===== src/rtl/bcd2_seg_scan_pkg.sv =====
// Shared types and constants for the two-digit BCD seven-segment scanner.
package bcd2_seg_scan_pkg;

  // Scan FSM states.
  typedef enum logic [2:0] {
    ST_IDLE  = 3'd0,
    ST_TENS  = 3'd1,
    ST_GAP_T = 3'd2,
    ST_ONES  = 3'd3,
    ST_GAP_O = 3'd4
  } scan_state_e;

  // Active-high segment glyphs, bit order {g,f,e,d,c,b,a}.
  localparam logic [6:0] SEG_0    = 7'b0111111;
  localparam logic [6:0] SEG_1    = 7'b0000110;
  localparam logic [6:0] SEG_2    = 7'b1011011;
  localparam logic [6:0] SEG_3    = 7'b1001111;
  localparam logic [6:0] SEG_4    = 7'b1100110;
  localparam logic [6:0] SEG_5    = 7'b1101101;
  localparam logic [6:0] SEG_6    = 7'b1111101;
  localparam logic [6:0] SEG_7    = 7'b0000111;
  localparam logic [6:0] SEG_8    = 7'b1111111;
  localparam logic [6:0] SEG_9    = 7'b1101111;
  localparam logic [6:0] SEG_DASH = 7'b1000000;
  localparam logic [6:0] SEG_OFF  = 7'b0000000;

endpackage


===== src/rtl/bcd2_seg_scan_if.sv =====
// Capture inputs and display pins of the BCD seven-segment scanner.
interface bcd2_seg_scan_if;
  logic       load;
  logic [7:0] sum_in;
  logic       of_in;
  logic [6:0] seg;
  logic       dp;
  logic [1:0] an;

  modport master (output load, sum_in, of_in, input seg, dp, an);
  modport slave  (input load, sum_in, of_in, output seg, dp, an);
endinterface


===== src/rtl/bcd2_seg_scan_decode.sv =====
// Nibble to active-high seven-segment glyph; non-BCD nibbles show a dash.
module bcd_seg_decode
  import bcd2_seg_scan_pkg::*;
(
  input  logic [3:0] nib_i,
  output logic [6:0] glyph_o
);

  // Glyph lookup table.
  always_comb begin
    glyph_o = SEG_DASH;
    case (nib_i)
      4'd0:    glyph_o = SEG_0;
      4'd1:    glyph_o = SEG_1;
      4'd2:    glyph_o = SEG_2;
      4'd3:    glyph_o = SEG_3;
      4'd4:    glyph_o = SEG_4;
      4'd5:    glyph_o = SEG_5;
      4'd6:    glyph_o = SEG_6;
      4'd7:    glyph_o = SEG_7;
      4'd8:    glyph_o = SEG_8;
      4'd9:    glyph_o = SEG_9;
      default: glyph_o = SEG_DASH;
    endcase
  end

endmodule


===== src/rtl/bcd2_seg_scan.sv =====
// Two-digit multiplexed seven-segment driver for a packed BCD sum with
// anti-ghost gaps, leading-zero blanking and overflow blinking.
module bcd2_seg_scan
  import bcd2_seg_scan_pkg::*;
#(
  parameter int SCAN_DIV   = 50000,
  parameter int BLINK_DIV  = 64,
  parameter bit ACTIVE_LOW = 1'b1
) (
  input  logic           clk,
  input  logic           rst_n,
  bcd2_seg_scan_if.slave bus
);

  localparam int PW = $clog2(SCAN_DIV);
  localparam int BW = (BLINK_DIV > 1) ? $clog2(BLINK_DIV) : 1;
  localparam logic [PW-1:0] PRE_LAST   = PW'(SCAN_DIV - 1);
  localparam logic [BW-1:0] BLINK_LAST = BW'(BLINK_DIV - 1);
  // XOR masks that turn active-high "on" levels into pin levels.
  localparam logic [6:0] INV7 = ACTIVE_LOW ? 7'h7F : 7'h00;
  localparam logic [1:0] INV2 = ACTIVE_LOW ? 2'b11 : 2'b00;
  localparam logic       INV1 = ACTIVE_LOW ? 1'b1 : 1'b0;

  scan_state_e   state_q, state_d;
  logic [PW-1:0] presc_q, presc_d;
  logic [BW-1:0] blink_cnt_q, blink_cnt_d;
  logic          blink_on_q, blink_on_d;
  logic [7:0]    sum_q;
  logic          of_q, valid_q;
  logic [6:0]    seg_q, seg_d;
  logic          dp_q, dp_d;
  logic [1:0]    an_q, an_d;
  logic [3:0]    digit_s;
  logic [6:0]    glyph_s;

  // Capture register: every load replaces the displayed value.
  always_ff @(posedge clk) begin
    if (!rst_n) begin
      sum_q   <= 8'h00;
      of_q    <= 1'b0;
      valid_q <= 1'b0;
    end else if (bus.load) begin
      sum_q   <= bus.sum_in;
      of_q    <= bus.of_in;
      valid_q <= 1'b1;
    end
  end

  // Scan FSM and dwell prescaler; the prescaler restarts on every state change.
  always_comb begin
    state_d = state_q;
    presc_d = presc_q;
    case (state_q)
      ST_IDLE: begin
        if (bus.load) begin
          state_d = ST_TENS;
          presc_d = {PW{1'b0}};
        end else begin
          state_d = ST_IDLE;
        end
      end
      ST_TENS: begin
        if (presc_q == PRE_LAST) begin
          state_d = ST_GAP_T;
          presc_d = {PW{1'b0}};
        end else begin
          presc_d = presc_q + {{(PW-1){1'b0}}, 1'b1};
        end
      end
      ST_GAP_T: begin
        state_d = ST_ONES;
        presc_d = {PW{1'b0}};
      end
      ST_ONES: begin
        if (presc_q == PRE_LAST) begin
          state_d = ST_GAP_O;
          presc_d = {PW{1'b0}};
        end else begin
          presc_d = presc_q + {{(PW-1){1'b0}}, 1'b1};
        end
      end
      ST_GAP_O: begin
        state_d = ST_TENS;
        presc_d = {PW{1'b0}};
      end
      default: begin
        state_d = ST_IDLE;
        presc_d = {PW{1'b0}};
      end
    endcase
  end

  // Blink phase: counts full scans at GAP_O->TENS; a fresh overflow restarts
  // at on-phase and no overflow pins it on.
  always_comb begin
    blink_on_d  = blink_on_q;
    blink_cnt_d = blink_cnt_q;
    if (bus.load && bus.of_in && !of_q) begin
      blink_on_d  = 1'b1;
      blink_cnt_d = {BW{1'b0}};
    end else if (!of_q) begin
      blink_on_d  = 1'b1;
      blink_cnt_d = {BW{1'b0}};
    end else if (state_q == ST_GAP_O) begin
      if (blink_cnt_q == BLINK_LAST) begin
        blink_cnt_d = {BW{1'b0}};
        blink_on_d  = ~blink_on_q;
      end else begin
        blink_cnt_d = blink_cnt_q + {{(BW-1){1'b0}}, 1'b1};
      end
    end else begin
      blink_on_d  = blink_on_q;
      blink_cnt_d = blink_cnt_q;
    end
  end

  // State, prescaler and blink registers.
  always_ff @(posedge clk) begin
    if (!rst_n) begin
      state_q     <= ST_IDLE;
      presc_q     <= {PW{1'b0}};
      blink_on_q  <= 1'b1;
      blink_cnt_q <= {BW{1'b0}};
    end else begin
      state_q     <= state_d;
      presc_q     <= presc_d;
      blink_on_q  <= blink_on_d;
      blink_cnt_q <= blink_cnt_d;
    end
  end

  assign digit_s = (state_q == ST_ONES) ? sum_q[3:0] : sum_q[7:4];

  bcd_seg_decode u_decode (
    .nib_i   (digit_s),
    .glyph_o (glyph_s)
  );

  // Next pin levels from the current state: active-high first, then polarity.
  always_comb begin
    logic [6:0] seg_on;
    logic       dp_on;
    logic [1:0] an_on;
    seg_on = SEG_OFF;
    dp_on  = 1'b0;
    an_on  = 2'b00;
    case (state_q)
      ST_TENS: begin
        if (valid_q && blink_on_q && ((sum_q[7:4] != 4'd0) || of_q)) begin
          seg_on = glyph_s;
          an_on  = 2'b10;
          dp_on  = of_q;
        end else begin
          seg_on = SEG_OFF;
        end
      end
      ST_ONES: begin
        if (valid_q && blink_on_q) begin
          seg_on = glyph_s;
          an_on  = 2'b01;
        end else begin
          seg_on = SEG_OFF;
        end
      end
      default: seg_on = SEG_OFF;
    endcase
    seg_d = seg_on ^ INV7;
    dp_d  = dp_on ^ INV1;
    an_d  = an_on ^ INV2;
  end

  // Registered display pins; reset drives everything off.
  always_ff @(posedge clk) begin
    if (!rst_n) begin
      seg_q <= INV7;
      dp_q  <= INV1;
      an_q  <= INV2;
    end else begin
      seg_q <= seg_d;
      dp_q  <= dp_d;
      an_q  <= an_d;
    end
  end

  assign bus.seg = seg_q;
  assign bus.dp  = dp_q;
  assign bus.an  = an_q;

endmodule


===== src/flat_wrapper.sv =====
// flat-port wrapper written by rule: the top's interface ports become plain ports
module bcd2_seg_scan_flat import bcd2_seg_scan_pkg::*;
#(
  parameter int SCAN_DIV   = 50000,
  parameter int BLINK_DIV  = 64,
  parameter bit ACTIVE_LOW = 1'b1
)
  (clk, rst_n, bus_load, bus_sum_in, bus_of_in, bus_seg, bus_dp, bus_an);
  bcd2_seg_scan_if bus_i ();
  input  logic clk;
  input  logic rst_n;
  input wire logic [$bits(bus_i.load)-1:0] bus_load;
  input wire logic [$bits(bus_i.sum_in)-1:0] bus_sum_in;
  input wire logic [$bits(bus_i.of_in)-1:0] bus_of_in;
  output wire logic [$bits(bus_i.seg)-1:0] bus_seg;
  output wire logic [$bits(bus_i.dp)-1:0] bus_dp;
  output wire logic [$bits(bus_i.an)-1:0] bus_an;
  assign bus_i.load = bus_load;
  assign bus_i.sum_in = bus_sum_in;
  assign bus_i.of_in = bus_of_in;
  assign bus_seg = bus_i.seg;
  assign bus_dp = bus_i.dp;
  assign bus_an = bus_i.an;
  bcd2_seg_scan #(.SCAN_DIV(SCAN_DIV), .BLINK_DIV(BLINK_DIV), .ACTIVE_LOW(ACTIVE_LOW)) u_core (.clk(clk), .rst_n(rst_n), .bus(bus_i));
endmodule

===== config.mk =====
export PLATFORM = sky130hd
export DESIGN_NAME = bcd2_seg_scan_flat
export DESIGN_NICKNAME = d
export VERILOG_FILES = /design/src/rtl/bcd2_seg_scan_pkg.sv /design/src/rtl/bcd2_seg_scan_if.sv /design/src/rtl/bcd2_seg_scan_decode.sv /design/src/rtl/bcd2_seg_scan.sv /design/src/flat_wrapper.sv
export SDC_FILE = /design/constraint.sdc
export NUM_CORES = 1
export LEC_CHECK = 0
export CAP_MARGIN = 15
export CORE_MARGIN = 2
export CORE_UTILIZATION = 50
export DETAILED_ROUTE_END_ITERATION = 10
export GPL_ROUTABILITY_DRIVEN = 0
export PLACE_DENSITY_LB_ADDON = 0.05
export SLEW_MARGIN = 20
export SYNTH_ARGS = -nofsm -noshare
export SYNTH_HDL_FRONTEND = slang
export SYNTH_HIERARCHICAL = 1
export SYNTH_SLANG_ARGS = --single-unit

===== constraint.sdc =====
create_clock -name clk -period 3.7 [get_ports clk]
set_clock_uncertainty 0.2 [all_clocks]
set_input_delay 0.37 -clock clk [delete_from_list [all_inputs] [get_ports clk]]
set_output_delay 0.37 -clock clk [all_outputs]
set_load 0.1 [all_outputs]

==> impl.org <==
** Status
- The run finished with clean final reports.

** Worst setup path
- For the worst setup path, the data required time is 3650 ps.
- The worst register-to-register path has a depth of 9.
- Critical path start-end classification :: flip-flop to flip-flop
- Critical path capture point :: u_core/bus.seg[0]
- Critical Path AT :: 2570 ps
- The worst register-to-register path begins at u_core/state_q[0].
- The worst register-to-register path ends at u_core/bus.seg[0].
- In this run the register-to-register setup slack is 1080 ps.
- Kind of capture point of the worst setup path :: flip-flop
- Of all nets on the critical path, the largest fanout is 8.
- Launching instance or port of the critical path :: u_core/state_q[0]
- STA classifies the critical path startpoint as a flip-flop.

** Layout
- Leaving out filler cells and counting taps, the final layout contains 305.
- Count of fill cells added during filler insertion :: 372
- Number of antenna diodes :: 0
- Area added between synthesis and finish :: 15.1%
- In the final layout, the share of cells above drive strength 1 is 7.06%.
- After routing the design area is 0.00247 mm².
- Number of nets at the end of the flow :: 275

** Detailed routing
- The first detailed-routing pass ran for 4 iterations.
- Antenna-violating nets left :: 0
- Post-route DRC violation count :: 0
- Total via count in the routed design :: 1650
- The routed design has 3860 µm of wire.
- Dividing the detail-routed wire length by the instance count gives 12.6 µm.
- DRT iter0 DRCs :: 137
- Using the TritonRoute via totals, the vias-per-cell ratio works out to 5.41.

** STA
- Setup repair after global routing left no endpoint under its margin.
- Setup slack on the critical path of the routed design comes to 1080 ps.
- Actual transition at the worst max-transition pin :: 968 ps
- Based on the critical path, the design can be clocked at up to 381 MHz.
- Setup violations remaining at the end of the flow were counted as 0.
- The total count of hold-check failures in the final report came to 0.
- Share of the clock period used by the worst path :: 70.9%
- In this run the tightest slew margin relative to its limit is 35.3%.
- After layout, the minimum clock period comes to 2620 ps.
- Setup total negative slack :: 0 ps
- Max Transition Viols Final :: 0

** Synthesis
- Count of different cell masters after synthesis :: 47
- Most used flip-flop cell after synthesis :: dfxtp_1
- Syn nets :: 252
- After synthesis, the largest area contributor takes up 42.9% of total cell area.
- The cell area that synthesis handed to floorplanning was 0.00215 mm².
- FF+latch count, synth :: 46
- Counting flops with an async set or reset pin after synthesis yields a share of 0%.
- Cell count after synthesis :: 232
- Sequential element share of the synthesized area :: 42.9%
- Yosys top cell by area :: dfxtp_1
- Cell types with the largest area share after synthesis :: dfxtp_1 43%, ha_1 4.7%, mux2i_1 4.7%
- EDFF count, synth :: 0
- Total of warnings raised by yosys :: 6
- Dividing the synthesized area by the synthesized cell count gives 9.26 µm².

** Die
- Number of standard-cell rows in the floorplan :: 23
- The die covers 0.00484 mm².
- Die extent in x :: 69.6 µm
- In this run the count of I/O pins placed on the die edge is 22.
- The initial utilization of the core area, before any placement, comes to 52.9%.
- Vertical die dimension :: 69.6 µm
- After floorplanning, the core was sized to cover 0.00406 mm².

** CTS
- TritonCTS Buffers :: 5
- The H-tree generated during clock tree synthesis spans 2 levels.
- Clock sink count :: 46
- Number of buffers inserted for hold repair after clock tree synthesis :: 0
- The number of gates resized after CTS was 0.
- Postcts setup bufs :: 0
- The tree is rooted in a clkbuf_8.
- The clock passes through at most 2 buffers.
- Clock input transition at the sequential cells of the worst setup and hold paths :: 80 ps
- Clock tree from TritonCTS :: built
- Skew-Pair Late Insertion Delay :: 290 ps

** Placed design
- Area after DPL :: 0.00240 mm²
- Prior to clock tree synthesis, the placed netlist has a worst setup slack of 1020 ps.
- After legalization and detailed placement, the total HPWL measured 2730 µm.
- The count of buffers added on input and output ports is 21.
- Placed insts :: 298

** Min path
- In this run the worst hold path is classified as flip-flop to flip-flop.
- Counting instances, the worst hold path has a depth of 1.

** GRT
- Antenna violations before repair :: 0
- Global routing finished with a remaining overflow of 0.
- Largest net degree at the start of global routing :: 24
- Aggregate global-route resource usage :: 16.9%
- The number of global-route vias before repair is 1529.
- The first global-routing pass estimated 6780 µm of wire.

** Pwr
- In this run the static leakage power is 0.911 nW.
- Max rail drop VDD :: 0.246 mV
- For this design the ratio of total power to cell area is 362 mW/mm².

** Job
- Across the run, the number of max-cap violations was 0.
==> critical path: stages (launching register included) <==
cell	delay, ps
dfxtp_1	470
inv_1	100
nor2_1	360
nand2_1	230
mux2_2	380
inv_1	100
ha_1	180
mux2_4	270
o22ai_1	130
nand2_1	60
==> routing by layer <==
layer	track usage (%)	part of all wire, %	vias up
met5	0	0	-
met4	4.36	1.3	0
met3	4.65	3.3	5
met2	25.9	43	31
met1	23.5	52	749
li1	-	-	865
==> power by group <==
part / total [mW] / internal, mW / switching (mW)
clock: 0.283 / 0.130 / 0.153
sequential: 0.513 / 0.505 / 0.00766
combinational: 0.100 / 0.0434 / 0.0571
==> synthesized netlist by cell type (all sizes together) (3+ instances only) <==
cell type  count
clkbuf         4
nor4           4
mux2i         10
nor2          20
nand2b         3
nand3          8
nor4b          3
dfxtp         46
o21ai          9
a21oi          6
nand2         20
and3           3
buf            4
o22ai          3
ha             8
xnor2          8
nor3           6
nor2b         12
or3            5
xor2           6
mux2           5
inv            7
nand4          7
==> sequential cells by signal (all words and copies together) (netlist names), 2 cells and up <==
name and cells:
u_core/presc_q 16, u_core/state_q 3, u_core/blink_cnt_q 6, u_core/bus.seg 7, u_core/bus.an 2, u_core/sum_q 8
==> worst min path at each step <==
stage | endpoint | startpoint | slack, ps
detailed placement | u_core/valid_q | u_core/valid_q | 240
finish | u_core/valid_q | u_core/valid_q | 260
global placement | u_core/valid_q | u_core/valid_q | 240
CTS | u_core/valid_q | u_core/valid_q | 260
floorplan | u_core/blink_on_q | u_core/of_q | 200
global route | u_core/valid_q | u_core/valid_q | 290
==> final cells by class <==
cell class	instances	area, µm²	share of cell area, %
clock buffers	7	76.3	3.09
inverters	7	26.3	1.06
multi-input cells	171	1150	46.7
flip-flops and latches	46	921	37.2
well taps	50	62.6	2.53
repair buffers	24	233	9.41
==> stage by stage <==
stage	hold slack [ps]	util [%]	total power, mW
4_1_cts	261	61.0	0.911
6_report	258	61.0	0.897
5_1_grt	287	61.0	0.944
3_3_place_gp	237	59.1	0.624
3_5_place_dp	242	59.1	0.625
2_1_floorplan	201	-	0.596
==> cells by family (layout without fill, tap and decap cells) <==
group | Yosys count | in the layout | share of synthesized area (%)
and+or+nand+nor | 105 | 105 | 27.7
DFF | 46 | 46 | 42.9
AOI/OAI and AO/OA | 29 | 29 | 8.21
muxes | 15 | 15 | 7.45
buffers and inverters | 15 | 38 | 3.38
xor gates and xnor gates | 14 | 14 | 5.71
adders and majority gates | 8 | 8 | 4.66
==> placed cells by master (no fill, tap or decap), types with 2 or more instances in the layout <==
master           instances
or4_1                    2
clkbuf_8                 5
nand2b_1                 3
and4_1                   2
nor4b_1                  3
nand3b_1                 2
o22ai_1                  3
nor2b_1                 12
nor4_1                   3
nand2_1                 20
xnor2_1                  8
xor2_1                   6
clkdlybuf4s50_1         21
or3_1                    5
nor2_1                  20
nand3_1                  8
clkbuf_1                 2
mux2_2                   4
a22oi_1                  2
a31oi_1                  2
ha_1                     8
and3_1                   3
mux2i_1                 10
nor3_1                   6
a21oi_1                  6
o21ai_0                  9
inv_1                    7
a21o_1                   2
buf_4                    3
dfxtp_1                 46
nand4_1                  6
(Power assumes the default switching activity.)
